[src/rtl/tbf_ch_pulser.sv]
// Per-element transmit beamforming pulser: per-beam delay LUT, delay countdown,
// then a bipolar pulse train of programmable half-period and cycle count.
module tbf_ch_pulser #(
  parameter int ADDR_WD = 7,
  parameter int DLY_WD  = 12,
  parameter int HALF_WD = 6,
  parameter int CYC_WD  = 4
) (
  input  logic               clk,
  input  logic               rst_n,        // active-high despite the name
  input  logic [ADDR_WD-1:0] lut_addr,
  input  logic               lut_we,
  input  logic [DLY_WD-1:0]  lut_din,
  input  logic [ADDR_WD-1:0] beam_addr,
  input  logic [HALF_WD-1:0] half_period,
  input  logic [CYC_WD-1:0]  num_cycles,
  input  logic               fire,
  input  logic               abort,
  output logic               pulse_p,
  output logic               pulse_n,
  output logic               tx_active,
  output logic               tx_done,
  output logic               busy
);

  typedef enum logic [2:0] {
    IDLE    = 3'd0,
    LOAD    = 3'd1,
    DELAY   = 3'd2,
    PHASE_P = 3'd3,
    PHASE_N = 3'd4,
    DONE    = 3'd5
  } state_t;

  state_t state, state_nxt;

  logic [DLY_WD-1:0]  mem [0:(1<<ADDR_WD)-1];
  logic [DLY_WD-1:0]  rd_data;
  logic [HALF_WD-1:0] half_q;

  logic [DLY_WD-1:0]  dly_cnt, dly_nxt;
  logic [HALF_WD-1:0] ph_cnt, ph_nxt;
  logic [CYC_WD-1:0]  cyc_cnt, cyc_nxt;

  logic fire_acc;
  logic abort_acc;

  // A zero half-period would never terminate a phase, so it is clamped to one.
  function automatic logic [HALF_WD-1:0] sat_half(input logic [HALF_WD-1:0] h);
    return (h == '0) ? HALF_WD'(1) : h;
  endfunction

  assign fire_acc  = fire  && (state == IDLE);
  assign abort_acc = abort && (state != IDLE);

  // Delay LUT (read-first on a same-address collision) and burst parameter latch
  always_ff @(posedge clk) begin
    if (lut_we) mem[lut_addr] <= lut_din;
    if (fire_acc) begin
      rd_data <= mem[beam_addr];
      half_q  <= sat_half(half_period);
    end
  end

  // State and counter registers
  always_ff @(posedge clk or posedge rst_n) begin
    if (rst_n) begin
      state   <= IDLE;
      dly_cnt <= '0;
      ph_cnt  <= '0;
      cyc_cnt <= '0;
    end else begin
      state   <= state_nxt;
      dly_cnt <= dly_nxt;
      ph_cnt  <= ph_nxt;
      cyc_cnt <= cyc_nxt;
    end
  end

  // Next-state and counter update logic
  always_comb begin
    state_nxt = state;
    dly_nxt   = dly_cnt;
    ph_nxt    = ph_cnt;
    cyc_nxt   = cyc_cnt;
    if (abort_acc) begin
      state_nxt = IDLE;
    end else begin
      case (state)
        IDLE: begin
          if (fire) begin
            state_nxt = LOAD;
            cyc_nxt   = num_cycles;
          end
        end
        LOAD: begin
          if (rd_data == '0) begin
            if (cyc_cnt == '0) begin
              state_nxt = DONE;
            end else begin
              state_nxt = PHASE_P;
              ph_nxt    = half_q;
            end
          end else begin
            state_nxt = DELAY;
            dly_nxt   = rd_data;
          end
        end
        DELAY: begin
          if (dly_cnt == DLY_WD'(1)) begin
            if (cyc_cnt == '0) begin
              state_nxt = DONE;
            end else begin
              state_nxt = PHASE_P;
              ph_nxt    = half_q;
            end
          end else begin
            dly_nxt = dly_cnt - DLY_WD'(1);
          end
        end
        PHASE_P: begin
          if (ph_cnt == HALF_WD'(1)) begin
            state_nxt = PHASE_N;
            ph_nxt    = half_q;
          end else begin
            ph_nxt = ph_cnt - HALF_WD'(1);
          end
        end
        PHASE_N: begin
          if (ph_cnt == HALF_WD'(1)) begin
            if (cyc_cnt == CYC_WD'(1)) begin
              state_nxt = DONE;
            end else begin
              state_nxt = PHASE_P;
              ph_nxt    = half_q;
              cyc_nxt   = cyc_cnt - CYC_WD'(1);
            end
          end else begin
            ph_nxt = ph_cnt - HALF_WD'(1);
          end
        end
        DONE:    state_nxt = IDLE;
        default: state_nxt = IDLE;
      endcase
    end
  end

  // Registered outputs decoded from the current state; abort clears them at once
  always_ff @(posedge clk or posedge rst_n) begin
    if (rst_n) begin
      pulse_p   <= 1'b0;
      pulse_n   <= 1'b0;
      tx_active <= 1'b0;
      tx_done   <= 1'b0;
      busy      <= 1'b0;
    end else if (abort_acc) begin
      pulse_p   <= 1'b0;
      pulse_n   <= 1'b0;
      tx_active <= 1'b0;
      tx_done   <= 1'b0;
      busy      <= 1'b0;
    end else begin
      pulse_p   <= (state == PHASE_P);
      pulse_n   <= (state == PHASE_N);
      tx_active <= (state == LOAD) || (state == DELAY) ||
                   (state == PHASE_P) || (state == PHASE_N);
      tx_done   <= (state == DONE);
      busy      <= (state != IDLE);
    end
  end

endmodule

[config.mk]
export PLATFORM = sky130hd
export DESIGN_NAME = tbf_ch_pulser
export DESIGN_NICKNAME = d
export VERILOG_FILES = /design/src/rtl/tbf_ch_pulser.sv
export SDC_FILE = /design/constraint.sdc
export NUM_CORES = 1
export LEC_CHECK = 0
export ABC_CLOCK_PERIOD_IN_PS = 2500
export CORE_MARGIN = 2
export CORE_UTILIZATION = 57
export DETAILED_ROUTE_END_ITERATION = 12
export DONT_BUFFER_PORTS = 1
export GPL_ROUTABILITY_DRIVEN = 0
export MAX_ROUTING_LAYER = met4
export PLACE_DENSITY = 0.75
export SYNTH_ARGS = -nofsm -noshare
export SYNTH_HDL_FRONTEND = slang
export SYNTH_SLANG_ARGS = --single-unit
[constraint.sdc]
create_clock -name clk -period 2.5 [get_ports clk]
set_clock_uncertainty 0.1 [all_clocks]
set_input_delay 0.5 -clock clk [delete_from_list [all_inputs] [get_ports clk]]
set_output_delay 0.5 -clock clk [all_outputs]
set_load 0.05 [all_outputs]
==> impl_metrics.toml, run 1 <==
[detailed_routing]
vias = 29400
drtIter0Drc = 4386
wl_um = 145900
avgRoutedWirePerCell_um = 33.39
dr.pass1.iters = 6
viasPerCell = 6.727
ant_nets = 0
drc = 0

[die]
fp-row-count = 120
dieArea_um2 = 110500
io_pins = 46
die_w_um = 332.4
initial_utilization_pct = 57.43
coreArea_um2 = 107100
die_h_um = 332.4

[power]
power_mw = 57.35
power.leakage_nw = 21.97
p_per_area_nw_per_um2 = 819.9
seqPwrFrac_pct = 52.3
p_comb_share_pct = 6.5
vdd_drop_max_mv = 0.5512
power_switching_mw = 12.23
p_sw_share_pct = 21.32
clkPwrFrac_pct = 41.2
p_int_mw = 45.12

[global_route]
track_usage_pct = 27.92
grt_util_met3_pct = 6.168
grt_pass1_wl_um = 213900
grt_max_degree = 385
grt_remaining_overflow = 0
gr-usage-met1_pct = 38.12
grt_pass1_vias = 30160
busiest_layer = "met2"
met2_usage_pct = 43.20
antenna_found_initial = 6

[clock_network]
h-tree-depth = 4
cts_tree = "built"
clock-sinks = 1584
clock-root-buffer = "clkbuf_16"
path_clk_slew_ns = 0.06
numCtsBuffers = 154
hold_buffers = 26
clk_path_buf_depth = 3
postCtsSetupBuffers = 0
insertion_delay_ns = 0.76

[setup_path]
crit_type = "primary input to flip-flop"
required_ns = 2.91
arrival_ns = 4.94
crit_path_end_kind = "flip-flop"
crit_fanout = 384
start_kind = "primary input"
reg2reg_slack_ns = -0.24

[place]
hpwl_um = 77890
port_buffers = 0

[cells_and_area]
multi_input_area_um2 = 13480
syn_to_final_growth_pct = 13.77
layout-drive-gt1-share_pct = 31.97
fillerInstances = 6430
final_nets = 2885
regArea_um2 = 47420

[synthesis]
postSynthCellCount = 2624
synth-edff-count = 1554
netlist_area_um2 = 61480
syn_nets = 2672
ys_ff_latch = 1584
synth_warnings = 0
yosysUniqueCellTypes = 50
synth-seq-area-share_pct = 77.12
async_flop_share_pct = 1.894
synthFlopType = "edfxtp_1"
syn_area_per_cell_um2 = 23.43

[sta]
period_share_pct = 181.3
final-hold-violation-count = 12
rsz0062_at_grt = "yes"
maxSlewHeadroom_pct = -103.7
post-route-min-period_ns = 4.533
hold_ws_ns = -0.1055
fmax_ghz = 0.2206
setup_viol = 12
worst_pin_slew_ns = 3.055
final_max_slew_viol_count = 268
timing.final.ws_setup_ns = -2.033
fin_setup_tns_ns = -23.63

[run]
cap_violations = 0

[worst_hold_path]
hold_class = "primary input to flip-flop"

[status]
status = "finished with violations"
failed_checks = "hold timing, slew limit, setup timing"
## logic make-up (layout without fill, tap and decap cells)
family	after synthesis	in the layout	synth area share, %
compound gates	75	75	0.8385
simple gates	279	279	2.035
other cells	0	5	0
fa+ha+maj	8	8	0.1587
mux	518	518	18.72
buf+inv	160	498	1.129
flops	1584	1584	77.12
## synthesized netlist by cell type, types with 2 or more instances
master	count	area share [%]
a2111oi_0	2	0.028
a211oi_1	2	0.024
a21oi_1	14	0.11
a221oi_1	2	0.028
a22o_1	2	0.028
a22oi_1	6	0.073
a2bb2oi_1	5	0.071
a31oi_1	2	0.020
buf_1	16	0.098
buf_2	36	0.29
buf_4	5	0.061
buf_6	4	0.073
clkbuf_1	88	0.54
dfrtp_1	30	1.2
edfxtp_1	1554	76
ha_1	7	0.14
inv_1	11	0.067
mux2_2	13	0.24
mux4_2	504	18
nand2_1	27	0.16
nand2b_1	5	0.051
nand3_1	17	0.14
nand4_1	6	0.061
nor2_1	159	0.97
nor2b_1	9	0.092
nor3_1	22	0.18
nor3b_1	3	0.037
nor4_1	15	0.15
o21a_1	2	0.024
o21ai_0	16	0.13
o22a_1	6	0.085
o31ai_1	8	0.098
or2_2	3	0.031
or3_1	3	0.031
or3b_2	3	0.043
or4_1	3	0.037
## cell usage in the layout, fill, tap and decap left out, types with 6 or more instances in the layout
master	synthesis	final
bufinv_16	0	20
dfrtp_1	30	30
clkinv_2	0	19
mux2_4	0	11
nor2b_1	9	9
buf_16	0	12
clkbuf_16	0	160
dlygate4sd3_1	0	14
nand4_1	6	6
clkinv_1	0	37
buf_4	5	157
edfxtp_1	1554	1554
o22a_1	6	6
a21oi_1	14	14
o21ai_0	16	16
nand3_1	17	17
nor2_1	159	158
inv_6	0	6
o31ai_1	8	8
clkinv_4	0	10
ha_1	7	7
nor3_1	22	19
inv_1	11	11
mux4_2	504	504
nand2_1	27	27
clkbuf_1	88	22
buf_12	0	23
a22oi_1	6	6
nor4_1	15	11
## final cells by class
class                           count  area share, %
Sequential cell                  1584          67.79
Multi-Input combinational cell    880          19.26
Clock buffer                      182          5.842
Timing Repair Buffer              206          3.016
Tap cell                         1403          2.510
Clock inverter                     99          1.504
Inverter                           11        0.05903
Antenna cell                        5        0.01789
## worst max-delay path: stages
cell and delay (ns):
mux4_2 1.57, mux4_2 0.60, mux4_2 0.57, mux2_4 0.30
## power groups by stage
stage / clock, mW / sequential (mW) / combinational (mW)
after floorplan: 0 / 30.4 / 2.61
after global placement: 0 / 30.5 / 2.95
after detailed placement: 0 / 30.5 / 3.03
after CTS: 23.9 / 30.0 / 3.55
after global routing: 24.9 / 30.0 / 3.87
final: 23.6 / 30.0 / 3.70
## timing repair
action                                 in CTS  in global routing
pin swaps                                   0                  1
resized for setup                           5                 12
endpoints found under the hold margin    1615                 12
setup endpoints to repair                  12                 20
## per-layer routing
layer	wire length [um]	up-vias	part of all wire, %
met5	0	-	0
met4	3568	0	2.4
met3	16310	251	11
met2	72320	1803	50
met1	53690	15680	37
li1	-	11660	-
## flip-flops by register name, indices dropped and copies added (netlist names)
register   flops
dly_cnt       12
state          3
cyc_cnt        4
half_q         6
pulse_n        1
mem         1536
ph_cnt         6
tx_done        1
tx_active      1
busy           1
pulse_p        1
rd_data       12
## per-stage QoR
step	hold slack, ns	util (%)	cells	cell area (um2)	setup slack, ns
after global placement	0.3599	60.01	4058	64250	-0.6488
final	-0.1055	65.34	4370	69950	-2.033
after floorplan	0.3748	-	2624	62010	-0.4244
after CTS	-0.1416	65.27	4365	69870	-0.2504
after global routing	-0.1268	65.34	4369	69950	-0.2905
after detailed placement	0.3936	60.01	4058	64250	-0.6975
## final timing paths
check,from,endpoint,cells after the start
setup / recovery,beam_addr[0],rd_data[2],4
hold / removal,beam_addr[5],rd_data[9],1
setup reg to reg,mem[119][7],rd_data[7],4
hold reg to reg,dly_cnt[11],dly_cnt[11],1
max in group asynchronous,rst_n,dly_cnt[7],3
min in group asynchronous,rst_n,pulse_p,2
(Power assumes the default switching activity.)
==> run 2: changes to the inputs <==
--- a/config.mk
+++ b/config.mk
@@ -12,7 +12,7 @@
 export DONT_BUFFER_PORTS = 1
 export GPL_ROUTABILITY_DRIVEN = 0
 export MAX_ROUTING_LAYER = met4
-export PLACE_DENSITY = 0.75
+export PLACE_DENSITY = 0.77
 export SYNTH_ARGS = -nofsm -noshare
 export SYNTH_HDL_FRONTEND = slang
 export SYNTH_SLANG_ARGS = --single-unit
==> impl_metrics.toml, run 2 (same netlist as run 1, synthesis figures left out) <==
[status]
status = "finished with violations"
failed_checks = "hold timing, slew limit, setup timing"

[sta]
post-route-min-period_ns = 3.462
setup_viol = 12
worst_pin_slew_ns = 1.869
rsz0062_at_grt = "yes"
fin_setup_tns_ns = -10.67
fmax_ghz = 0.2888
timing.final.ws_setup_ns = -0.9623
period_share_pct = 138.5
final_max_slew_viol_count = 132
hold_ws_ns = -0.09442
final-hold-violation-count = 12
maxSlewHeadroom_pct = -24.63

[place]
hpwl_um = 77340
port_buffers = 0
pre_cts_slack_ns = -0.5509
place_area_um2 = 64190

[die]
die_h_um = 332.4
dieArea_um2 = 110500
fp-row-count = 120
die_w_um = 332.4
io_pins = 46
initial_utilization_pct = 57.43
coreArea_um2 = 107100

[detailed_routing]
ant_nets = 0
drtIter0Drc = 5092
vias = 30120
drc = 0
wl_um = 152500
dr.pass1.iters = 6
viasPerCell = 6.912
avgRoutedWirePerCell_um = 35.01

[setup_path]
crit_path_end_kind = "flip-flop"
crit_type = "primary input to flip-flop"
arrival_ns = 3.85
required_ns = 2.89
start_kind = "primary input"
crit_fanout = 384

[power]
vdd_drop_max_mv = 0.7434
p_int_mw = 44.82
p_per_area_nw_per_um2 = 818.0
p_sw_share_pct = 21.46
power.leakage_nw = 21.89
seqPwrFrac_pct = 52.5
clkPwrFrac_pct = 41.0
p_comb_share_pct = 6.5
power_mw = 57.07
power_switching_mw = 12.24

[clock_network]
clock-sinks = 1584
insertion_delay_ns = 0.76
path_clk_slew_ns = 0.06
clk_path_buf_depth = 3
cts_tree = "built"
postCtsSetupBuffers = 0
h-tree-depth = 4
numCtsBuffers = 153
clock-root-buffer = "clkbuf_16"
hold_buffers = 26

[cells_and_area]
final_common_cell = "edfxtp_1"
layout-drive-gt1-share_pct = 31.70
final_nets = 2879
regMostFlops = "mem"
syn_to_final_growth_pct = 13.46
design_area_um2 = 69760
largest_register_ffs = 1536
final_cell_mix = "edfxtp_1, mux4_2, nor2_1"
top_regs = "mem (1536), dly_cnt (12), rd_data (12)"

[global_route]
track_usage_pct = 28.92
grt_pass1_vias = 30630
grt_max_degree = 385
grt_remaining_overflow = 0
antenna_found_initial = 4
grt_pass1_wl_um = 220300

[run]
cap_violations = 0

[worst_hold_path]
hold_class = "primary input to flip-flop"
[run 2: worst paths after layout]
| kind | startpoint | endpoint | slack, ns | depth (start not counted) |
|---|---|---|---|---|
| max in group asynchronous | rst_n | cyc_cnt[2] | 1.49 | 3 |
| min reg2reg | dly_cnt[6] | dly_cnt[6] | 0.44 | 2 |
| max | beam_addr[0] | rd_data[9] | -0.96 | 4 |
| max reg2reg | mem[74][3] | rd_data[3] | -0.31 | 4 |
| min in group asynchronous | rst_n | ph_cnt[0] | 0.15 | 2 |
| min | beam_addr[5] | rd_data[7] | -0.09 | 1 |
[run 2: final cells by class]
| type | instances | area (um2) |
|---|---|---|
| diodes | 1 | 2.502 |
| clock buffers | 184 | 4009 |
| clock inverters | 93 | 1015 |
| fillers | 6254 | 37290 |
| inverters | 11 | 41.29 |
| multi-input cells | 880 | 13460 |
| flip-flops and latches | 1584 | 47420 |
| well taps | 1403 | 1755 |
| repair buffers | 201 | 2059 |
[run 2: stage by stage]
stage	cells	utilization, %	hold WS (ns)
4_1_cts	4356	65.13	-0.1381
3_3_place_gp	4053	59.96	0.3492
5_1_grt	4356	65.16	-0.1190
3_5_place_dp	4053	59.96	0.3734
6_report	4357	65.16	-0.09442
2_1_floorplan	2624	-	0.3748
[run 2: power by group through the flow]
| stage | registers (mW) | clock network [mW] | logic, mW |
|---|---|---|---|
| 2_1_floorplan | 30.4 | 0 | 2.61 |
| 3_3_place_gp | 30.5 | 0 | 2.91 |
| 3_5_place_dp | 30.5 | 0 | 3.04 |
| 4_1_cts | 29.9 | 23.6 | 3.57 |
| 5_1_grt | 30.0 | 24.5 | 3.88 |
| 6_report | 30.0 | 23.4 | 3.69 |
[run 2: repair_timing]
| item | 4_1_cts | 5_1_grt |
|---|---|---|
| resized for setup | 9 | 6 |
| pin swaps | 0 | 1 |
| setup endpoints to repair | 12 | 18 |
| hold endpoints to repair | 1603 | 12 |
[run 2: routing by layer]
| metal | share of wire (%) | global-route usage (%) | wire length [um] |
|---|---|---|---|
| met1 | 35 | 38.66 | 53250 |
| met2 | 49 | 45.29 | 75270 |
| met3 | 12 | 5.988 | 18590 |
| met4 | 3.6 | 9.594 | 5431 |
| met5 | 0 | - | 0 |
[run 2: worst max-delay path: stages]
cell	delay, ns
mux4_2	1.10
mux4_2	0.60
mux4_2	0.54
mux2_4	0.28
